===== config.mk =====
export PLATFORM = sky130hd
export DESIGN_NAME = ofdm_subcarrier_framer
export DESIGN_NICKNAME = d
export VERILOG_FILES = /design/src/rtl/ofdm_pkg.sv /design/src/rtl/ofdm_subcarrier_framer_classifier.sv /design/src/rtl/ofdm_subcarrier_framer.sv
export SDC_FILE = /design/constraint.sdc
export NUM_CORES = 2
export LEC_CHECK = 0
export ABC_AREA = 1
export CORE_MARGIN = 5
export CORE_UTILIZATION = 50
export CTS_CLUSTER_DIAMETER = 100
export CTS_CLUSTER_SIZE = 30
export DETAILED_ROUTE_END_ITERATION = 10
export DONT_BUFFER_PORTS = 1
export HOLD_SLACK_MARGIN = 0.08
export PLACE_DENSITY = 0.66
export SKIP_LAST_GASP = 1
export SYNTH_ARGS = -nofsm -noshare
export SYNTH_HDL_FRONTEND = slang
export SYNTH_SLANG_ARGS = --single-unit

===== constraint.sdc =====
create_clock -name clk -period 8.7 [get_ports clk]
set_clock_uncertainty 0.2 [all_clocks]
set_input_delay 2.175 -clock clk [delete_from_list [all_inputs] [get_ports clk]]
set_output_delay 2.175 -clock clk [all_outputs]
set_load 0.02 [all_outputs]

===== src/rtl/ofdm_pkg.sv =====
// Shared constants and types for the OFDM subcarrier framer: 64-bin map
// (nulls, pilots, data), bin classification enum and framer FSM states.
package ofdm_pkg;

    localparam int N_FFT   = 64;
    localparam int N_DATA  = 48;
    localparam int N_PILOT = 4;

    localparam logic [5:0] PILOT_0 = 6'd7;
    localparam logic [5:0] PILOT_1 = 6'd21;
    localparam logic [5:0] PILOT_2 = 6'd43;
    localparam logic [5:0] PILOT_3 = 6'd57;

    localparam logic [5:0] NULL_DC = 6'd0;
    localparam logic [5:0] NULL_LO = 6'd27;
    localparam logic [5:0] NULL_HI = 6'd37;

    localparam logic [5:0] LAST_WR  = 6'(N_DATA - 1);
    localparam logic [5:0] LAST_BIN = 6'(N_FFT - 1);

    typedef enum logic [1:0] {
        BIN_NULL,
        BIN_PILOT,
        BIN_DATA
    } bin_type_t;

    typedef enum logic {
        FILL,
        DRAIN
    } state_t;

endpackage


===== src/rtl/ofdm_subcarrier_framer_classifier.sv =====
// Combinational bin classifier: maps a 6-bit bin index to its type and, for
// data bins, the ordinal of that data bin (frame buffer read address).
module ofdm_bin_classifier
    import ofdm_pkg::*;
(
    input  logic [5:0] bin_idx,
    output bin_type_t  bin_type,
    output logic [5:0] data_idx
);

    logic [5:0] skipped;

    always_comb begin
        bin_type = BIN_DATA;
        if (bin_idx == NULL_DC || (bin_idx >= NULL_LO && bin_idx <= NULL_HI))
            bin_type = BIN_NULL;
        else if (bin_idx == PILOT_0 || bin_idx == PILOT_1 ||
                 bin_idx == PILOT_2 || bin_idx == PILOT_3)
            bin_type = BIN_PILOT;

        // Data ordinal = bin index minus the non-data bins that precede it.
        skipped = 6'd1;
        if (bin_idx > PILOT_0) skipped = skipped + 6'd1;
        if (bin_idx > PILOT_1) skipped = skipped + 6'd1;
        if (bin_idx > NULL_HI) skipped = skipped + (NULL_HI - NULL_LO) + 6'd1;
        if (bin_idx > PILOT_2) skipped = skipped + 6'd1;
        if (bin_idx > PILOT_3) skipped = skipped + 6'd1;

        data_idx = (bin_type == BIN_DATA) ? bin_idx - skipped : 6'd0;
    end

endmodule


===== src/rtl/ofdm_subcarrier_framer.sv =====
// OFDM subcarrier framer: buffers 48 data symbols, then emits a 64-bin frame
// with pilots and nulls. Optional macro OFDM_FRAMER_PILOT_TOGGLE_EN inverts pilots on odd frames.
module ofdm_subcarrier_framer
    import ofdm_pkg::*;
#(
    parameter int              DW      = 16,
    parameter logic [DW-1:0]   PILOT_I = 16'h001E,
    parameter logic [DW-1:0]   PILOT_Q = 16'h001E
) (
    input  logic          clk,
    input  logic          rst_n,
    input  logic          in_valid,
    output logic          in_ready,
    input  logic [DW-1:0] in_i,
    input  logic [DW-1:0] in_q,
    output logic          out_valid,
    input  logic          out_ready,
    output logic [DW-1:0] out_i,
    output logic [DW-1:0] out_q,
    output logic [5:0]    out_idx,
    output logic          out_last
);

    state_t        state;
    logic [5:0]    wr_cnt;
    logic [5:0]    rd_idx;
    logic [5:0]    cls_idx;
    logic [5:0]    data_idx;
    bin_type_t     bin_type;
    logic [DW-1:0] buf_i [N_DATA];
    logic [DW-1:0] buf_q [N_DATA];
    logic [DW-1:0] pilot_i;
    logic [DW-1:0] pilot_q;
    logic [DW-1:0] nxt_i;
    logic [DW-1:0] nxt_q;
    logic          in_hs;
    logic          out_hs;

    assign in_hs  = in_valid && in_ready;
    assign out_hs = out_valid && out_ready;

    // Bin to be loaded into the output register on the next transfer.
    assign cls_idx = (state == DRAIN) ? rd_idx + 6'd1 : 6'd0;

    ofdm_bin_classifier u_classifier (
        .bin_idx  (cls_idx),
        .bin_type (bin_type),
        .data_idx (data_idx)
    );

`ifdef OFDM_FRAMER_PILOT_TOGGLE_EN
    logic parity;

    always_ff @(posedge clk or negedge rst_n) begin
        if (!rst_n)
            parity <= 1'b0;
        else if (out_hs && out_last)
            parity <= ~parity;
    end

    assign pilot_i = parity ? ~PILOT_I : PILOT_I;
    assign pilot_q = parity ? ~PILOT_Q : PILOT_Q;
`else
    assign pilot_i = PILOT_I;
    assign pilot_q = PILOT_Q;
`endif

    always_comb begin
        nxt_i = '0;
        nxt_q = '0;
        case (bin_type)
            BIN_PILOT: begin
                nxt_i = pilot_i;
                nxt_q = pilot_q;
            end
            BIN_DATA: begin
                nxt_i = buf_i[data_idx];
                nxt_q = buf_q[data_idx];
            end
            default: begin
                nxt_i = '0;
                nxt_q = '0;
            end
        endcase
    end

    // Frame buffer carries data only; it needs no reset.
    always_ff @(posedge clk) begin
        if (in_hs) begin
            buf_i[wr_cnt] <= in_i;
            buf_q[wr_cnt] <= in_q;
        end
    end

    always_ff @(posedge clk or negedge rst_n) begin
        if (!rst_n) begin
            state     <= FILL;
            wr_cnt    <= '0;
            rd_idx    <= '0;
            in_ready  <= 1'b1;
            out_valid <= 1'b0;
            out_i     <= '0;
            out_q     <= '0;
            out_idx   <= '0;
            out_last  <= 1'b0;
        end else begin
            case (state)
                FILL: begin
                    if (in_hs) begin
                        if (wr_cnt == LAST_WR) begin
                            wr_cnt    <= '0;
                            state     <= DRAIN;
                            in_ready  <= 1'b0;
                            out_valid <= 1'b1;
                            rd_idx    <= cls_idx;
                            out_i     <= nxt_i;
                            out_q     <= nxt_q;
                            out_idx   <= cls_idx;
                            out_last  <= (cls_idx == LAST_BIN);
                        end else begin
                            wr_cnt <= wr_cnt + 6'd1;
                        end
                    end
                end
                DRAIN: begin
                    if (out_hs) begin
                        if (rd_idx == LAST_BIN) begin
                            state     <= FILL;
                            rd_idx    <= '0;
                            in_ready  <= 1'b1;
                            out_valid <= 1'b0;
                            out_i     <= '0;
                            out_q     <= '0;
                            out_idx   <= '0;
                            out_last  <= 1'b0;
                        end else begin
                            rd_idx   <= cls_idx;
                            out_i    <= nxt_i;
                            out_q    <= nxt_q;
                            out_idx  <= cls_idx;
                            out_last <= (cls_idx == LAST_BIN);
                        end
                    end
                end
                default: state <= FILL;
            endcase
        end
    end

endmodule


; ---- Word-level counts from Yosys, hierarchy flattened
; Memory sizes are Yosys's and may differ from the RTL's.
; Cells that the tools add are included.
[word_totals]
ff_bits = 48
latch_bits = 0
ram_bits = 1536
rom_bits = 0
in_bits = 36
out_inout_bits = 41
word_cells = 99
memories = 2
[mem_list]
columns = memory, words, word_bits, rd, rd_clocked_by_memory_dff, wr, line
row1 = buf_i, 48, 16, 1, 0, 1, ofdm_subcarrier_framer.sv:30  ; logic [DW-1:0] buf_i [N_DATA];
row2 = buf_q, 48, 16, 1, 0, 1, ofdm_subcarrier_framer.sv:31  ; logic [DW-1:0] buf_q [N_DATA];
[op_classes]
addsub = 8
mul = 0
n_div = 0
magnitude_cmp = 7
n_eq_ne = 13
shifts = 0
muxes = 49
bitwise_logic = 1
n_reduce_logical = 11
[ops]
columns = cell, n
row1 = 16-bit two-way mux, 8
row2 = 16-bit one-hot mux with 2 select lines, 4
row3 = 6-bit two-way mux, 11
row4 = "6-bit by 1-bit adder with 6-bit output, second input constant", 5
row5 = "6-bit equality test, second input constant", 5
row6 = "6-bit > comparator, second input constant", 3
row7 = 1-bit two-way mux, 18
row8 = 6-bit one-hot mux with 2 select lines, 1
row9 = 1-bit one-hot mux with 2 select lines, 4
row10 = "6-bit by 4-bit adder with 6-bit output, second input constant", 1
row11 = "6-bit by 3-bit equality test with 1-bit output, second input constant", 1
row12 = "6-bit by 5-bit equality test with 1-bit output, second input constant", 1
row13 = "6-bit by 5-bit >= comparator with 1-bit output, second input constant", 1
row14 = "6-bit by 3-bit > comparator with 1-bit output, second input constant", 1
row15 = "6-bit by 5-bit > comparator with 1-bit output, second input constant", 1
row16 = "6-bit less-or-equal comparator, second input constant", 1
row17 = 6-bit logical NOT, 1
row18 = 2-bit two-way mux, 3
row19 = 6-bit subtractor, 1
row20 = 1-bit logical OR, 4
row21 = "2-bit by 1-bit != test with 1-bit output, second input constant", 2
row22 = "2-bit != test, second input constant", 2
row23 = 4-bit AND reduction, 1
row24 = "2-bit by 1-bit adder with 3-bit output, second input constant", 1
row25 = other kinds (6), 8

; ---- Logic depth before layout (Yosys ltp)
; An unclocked memory read counts as a cell.
[logic_depth]
depth_word = 20
mapped_depth = 39
mapped_depth_nobuf = 39

; ---- By module
; Synthesis repeated with hierarchy kept, for this count alone.
[hier_totals]
hier_cells = 6314
area_unflattened_um2 = 67549.8
[modules_own_cells]
columns = mod, instances, cells_per_inst, area_each_um2, seq_area_each_um2
row1 = ofdm_subcarrier_framer, 1, 6202, 66899.2, 47326.6
row2 = ofdm_bin_classifier, 1, 112, 650.6, 0.0

; ---- Worst setup path before layout
; No wires, ideal clock.
[synth_path]
path_kind = register to register
startpoint = reg rd_idx[0]
endpoint = reg out_q[0]
setup_time_ps = 117
t_arrival_ps = 4861
required_ps = 8383
slack_ps = 3522
path_stages_with_launch = 31
path_buffers = 2
period_less_slack_ps = 5178
path_cell_list = dfrtp_1 ha_1 nand2_1 inv_1 nand3_1 nand2_1 inv_1 o21ai_0 inv_1 ha_1 xor2_1 ha_1 inv_1 nand2_1 o21ai_0 inv_1 ha_1 o21ai_0 ha_1 nand2_1 nor2_1 a211oi_1 nand2_1 nand3_1 clkbuf_1 clkbuf_1 nand3_1 nand3_1 nand3_1 nand2_1 nand2_1
[synth_between]
elab_chain_len = 20
elab_cells_between_ends = 43
cone_classes = add/sub: 7 / order compare: 7 / eq/ne: 7 / mux: 15 / reduce/logical: 6 / memory: 1
[synth_lines]
columns = item, line
row1 = start: declaration, ofdm_subcarrier_framer.sv:26  ; logic [5:0] rd_idx;
row2 = start signal: assignment, ofdm_subcarrier_framer.sv:115  ; rd_idx <= cls_idx;
row3 = start signal: assignment, ofdm_subcarrier_framer.sv:137  ; rd_idx <= cls_idx;
row4 = 6-bit by 1-bit adder with 6-bit output, ofdm_subcarrier_framer.sv:43  ; assign cls_idx = (state == DRAIN) ? rd_idx + 6'd1 : 6'd0;
row5 = 6-bit two-way mux, ofdm_subcarrier_framer.sv:43
row6 = 6-bit by 3-bit > comparator with 1-bit output, ofdm_subcarrier_framer_classifier.sv:23  ; if (bin_idx > PILOT_0) skipped = skipped + 6'd1;
row7 = 2-bit two-way mux, ofdm_subcarrier_framer_classifier.sv:23
row8 = 2-bit by 1-bit adder with 3-bit output, ofdm_subcarrier_framer_classifier.sv:24  ; if (bin_idx > PILOT_1) skipped = skipped + 6'd1;
row9 = 6-bit two-way mux, ofdm_subcarrier_framer_classifier.sv:24
row10 = 6-bit by 4-bit adder with 6-bit output, ofdm_subcarrier_framer_classifier.sv:25  ; if (bin_idx > NULL_HI) skipped = skipped + (NULL_HI - NULL_LO) + 6'd1;
row11 = 6-bit by 1-bit adder with 6-bit output, ofdm_subcarrier_framer_classifier.sv:25
row12 = [... 4 more ...], -
row13 = 6-bit two-way mux, ofdm_subcarrier_framer_classifier.sv:27  ; if (bin_idx > PILOT_3) skipped = skipped + 6'd1;
row14 = 6-bit subtractor, ofdm_subcarrier_framer_classifier.sv:29  ; data_idx = (bin_type == BIN_DATA) ? bin_idx - skipped : 6'd0;
row15 = 6-bit two-way mux, ofdm_subcarrier_framer_classifier.sv:29
row16 = memory 48 x 16 bit, -
row17 = 16-bit one-hot mux with 2 select lines, ofdm_subcarrier_framer.sv:71  ; case (bin_type)
row18 = "16-bit two-way mux, on equally long branches", "ofdm_subcarrier_framer.sv:127, ofdm_subcarrier_framer.sv:110"
row19 = "16-bit two-way mux, on equally long branches", "ofdm_subcarrier_framer.sv:126, ofdm_subcarrier_framer.sv:109"
row20 = 16-bit one-hot mux with 2 select lines *, ofdm_subcarrier_framer.sv:107  ; case (state)
row21 = end signal: assignment, ofdm_subcarrier_framer.sv:117  ; out_q <= nxt_q;
row22 = end signal: assignment, ofdm_subcarrier_framer.sv:139  ; out_q <= nxt_q;
row23 = end: declaration, ofdm_subcarrier_framer.sv:19  ; output logic [DW-1:0] out_q,
; Mark *: on every way between the ends. The rest lies on a longest branch, timed or not. The select of a mux whose other input is x is not followed.
; A chain may end at the register's enable or synchronous reset.

; ---- Worst setup path in the final report
[layout_path]
startpoint = reg rd_idx[0]
endpoint = reg out_q[14]
; The elaborated chain is that of the path after synthesis.

==> results_dict.tcl <==
set metrics [dict create \
    cts_tree "yes" \
    grt_overflow_total 0 \
    synthTopCellsByArea "edfxtp_1, nand3_1, nand2_1" \
    synth_area_per_cell_um2 12.0 \
    startpoint "rd_idx[0]" \
    reg2reg_from "rd_idx[0]" \
    finalNonFillerCells 6872 \
    crit_fanout 87 \
    dp_slack_ps 1820 \
    ys_seq_area_share_pct 73.8 \
    yosys_warnings 0 \
    worst_hold_startpoint "in_ready" \
    ys_ff_latch 1584 \
    clock_tree.root_cell "clkbuf_16" \
    yosysTopAreaCell "edfxtp_1" \
    coreArea_um2 128000 \
    synth_flop_cell "edfxtp_1" \
    min_period_ps 6970 \
    ctsHoldBuffers 0 \
    path_buf_inv 7 \
    synth_most_common_cell "nand2_1" \
    grt_max_degree 166 \
    pin_count 77 \
    crit_path_end_kind "flop" \
    drc_errors 0 \
    synth_top_area_share_pct 71.9 \
    antenna_found_initial 1 \
    fmax_ghz 0.144 \
    rows 131 \
    setup_violations 0 \
    synthToLayoutAreaGrowth_pct 5.56 \
    gp_congestion 0.841 \
    vdd_drop_max_v 0.000166 \
    grt_pass1_wl_um 256000 \
    path_class "flop to flop" \
    cts_inserted_buffers 58 \
    cts.htree.levels 2 \
    layout-drive-gt1-share_pct 4.45 \
    slew_viol_final 0 \
    powerDensity_nw_per_um2 175 \
    netlist_area_um2 64100 \
    clk_latency_ps 720 \
    hpwlAfterDp_um 89100 \
    status "finished clean" \
    port_buffers 0 \
    drt_first_pass_iters 6 \
    slew_headroom_pct 33.7 \
    synthArstFlopShare_pct 3.03 \
    power_mw 11.8 \
    dpl_cell_area_um2 66100 \
    wirelength_um 172000 \
    synth_cell_types 35 \
    vias_per_cell 6.07 \
    cp.arrival_ps 7430 \
    tns_ps 0 \
    period_share_pct 80.1 \
    ant_nets 0 \
    timing_hold_violations_final 0 \
    synth_edf_count 1536 \
    die_h_um 368 \
    rsz0062_at_grt "no" \
    final_area_um2 67700 \
    grt_pass1_vias 38952 \
    initial_utilization_pct 50.3 \
    power.leakage_nw 23.0 \
    max-clock-path-buffers 3 \
    required_ps 9160 \
    setup_ws_ps 1730 \
    fin_nets 5223 \
    worstHoldPathType "flop to flop" \
    slowest_stage "buf_4" \
    track_usage_pct 24.9 \
    dieArea_um2 135000 \
    synthCells 5362 \
    tightest_slew_ps 994 \
    wl_per_cell_um 25.1 \
    crit_family "simple AND/OR/NAND/NOR gates" \
    post-cts-setup-buffers 0 \
    cts_sinks 1584 \
    first_iter_violations 5332 \
    placed_cells 6776 \
    crit_top_cell "nand2_1" \
    cts_resized 0 \
    via_count 41720 \
    synth_common_cells "nand2_1, edfxtp_1, nand3_1" \
    die_w_um 368 \
    clk_pin_slew_ps 120 \
    syn_nets 5411 \
    slowest_delay_ps 660 \
    critPathLaunchType "flop" \
    drv_cap 0 \
]
state kept, by name, indices dropped and copies added (netlist names):
name,cells
buf_i,768
buf_q,768
in_ready,1
out_i,16
out_last,1
out_q,16
out_valid,1
rd_idx,6
state,1
wr_cnt,6
cells in the final DEF, fill, tap and decap left out, types with 18 or more instances in the layout:
cell type / count
o21ai_0: 81
dfrtp_1: 47
nand3_1: 1394
o22ai_1: 26
nor2_1: 98
edfxtp_1: 1536
a21oi_1: 83
nand2_1: 1571
buf_12: 18
buf_4: 75
clkbuf_1: 33
clkbuf_16: 59
inv_1: 51
nor2_4: 48
power by group:
group | switching, mW | internal [mW] | total, mW
Clock | 2.20 | 1.28 | 3.48
Sequential | 0 | 8.35 | 8.35
Combinational | 0 | 0.00000778 | 0.0000156
Total | 2.20 | 9.63 | 11.8
per-layer routing:
| layer | up-vias | GRT usage (%) | share of wire, % |
|---|---|---|---|
| li1 | 18645 | - | - |
| met1 | 20802 | 36.3 | 41 |
| met2 | 2054 | 40.2 | 47 |
| met3 | 219 | 4.13 | 9.9 |
| met4 | 0 | 4.88 | 2.0 |
| met5 | - | 0 | 0 |
final timing paths:
| path | cells after the start | slack (ps) | endpoint |
|---|---|---|---|
| max in group asynchronous | 0 | 7150 | out_i[8] |
| worst max register to register | 27 | 1730 | out_q[14] |
| min in group asynchronous | 0 | 930 | out_last |
| worst max-delay path | 27 | 1730 | out_q[14] |
| worst min register to register | 2 | 380 | in_ready |
| worst min-delay path | 2 | 380 | in_ready |
per-stage QoR:
stage,util [%],hold slack [ps]
detailed placement,51.8,373
CTS,53.1,392
finish,53.1,384
floorplan,-,335
global route,53.1,413
global placement,51.8,379
tightest hold or removal path, delay by kind of cell (launching register included):
| family | cells | cell delay, ps |
|---|---|---|
| flip-flops | 1 | 440 |
| AND/OR/NAND/NOR | 2 | 150 |
cell families after synthesis:
group | after synthesis | share of synthesized area [%]
xor gates and xnor gates | 8 | 0.109
muxes | 1 | 0.0156
DFF | 1584 | 73.8
and+or+nand+nor | 3139 | 21.2
AOI/OAI and AO/OA | 210 | 1.78
buffers and inverters | 407 | 2.77
adders and majority gates | 13 | 0.265
layout make-up:
class                           count  area, µm²
Fill cell                       10622      59800
Sequential cell                  1584      47300
Multi-Input combinational cell   3371      15400
Tap cell                         1662       2080
Clock buffer                       92       1600
Timing Repair Buffer               93        923
Inverter                           66        280
Clock inverter                      2       16.3
Antenna cell                        2       5.00
(Power assumes the default switching activity.)
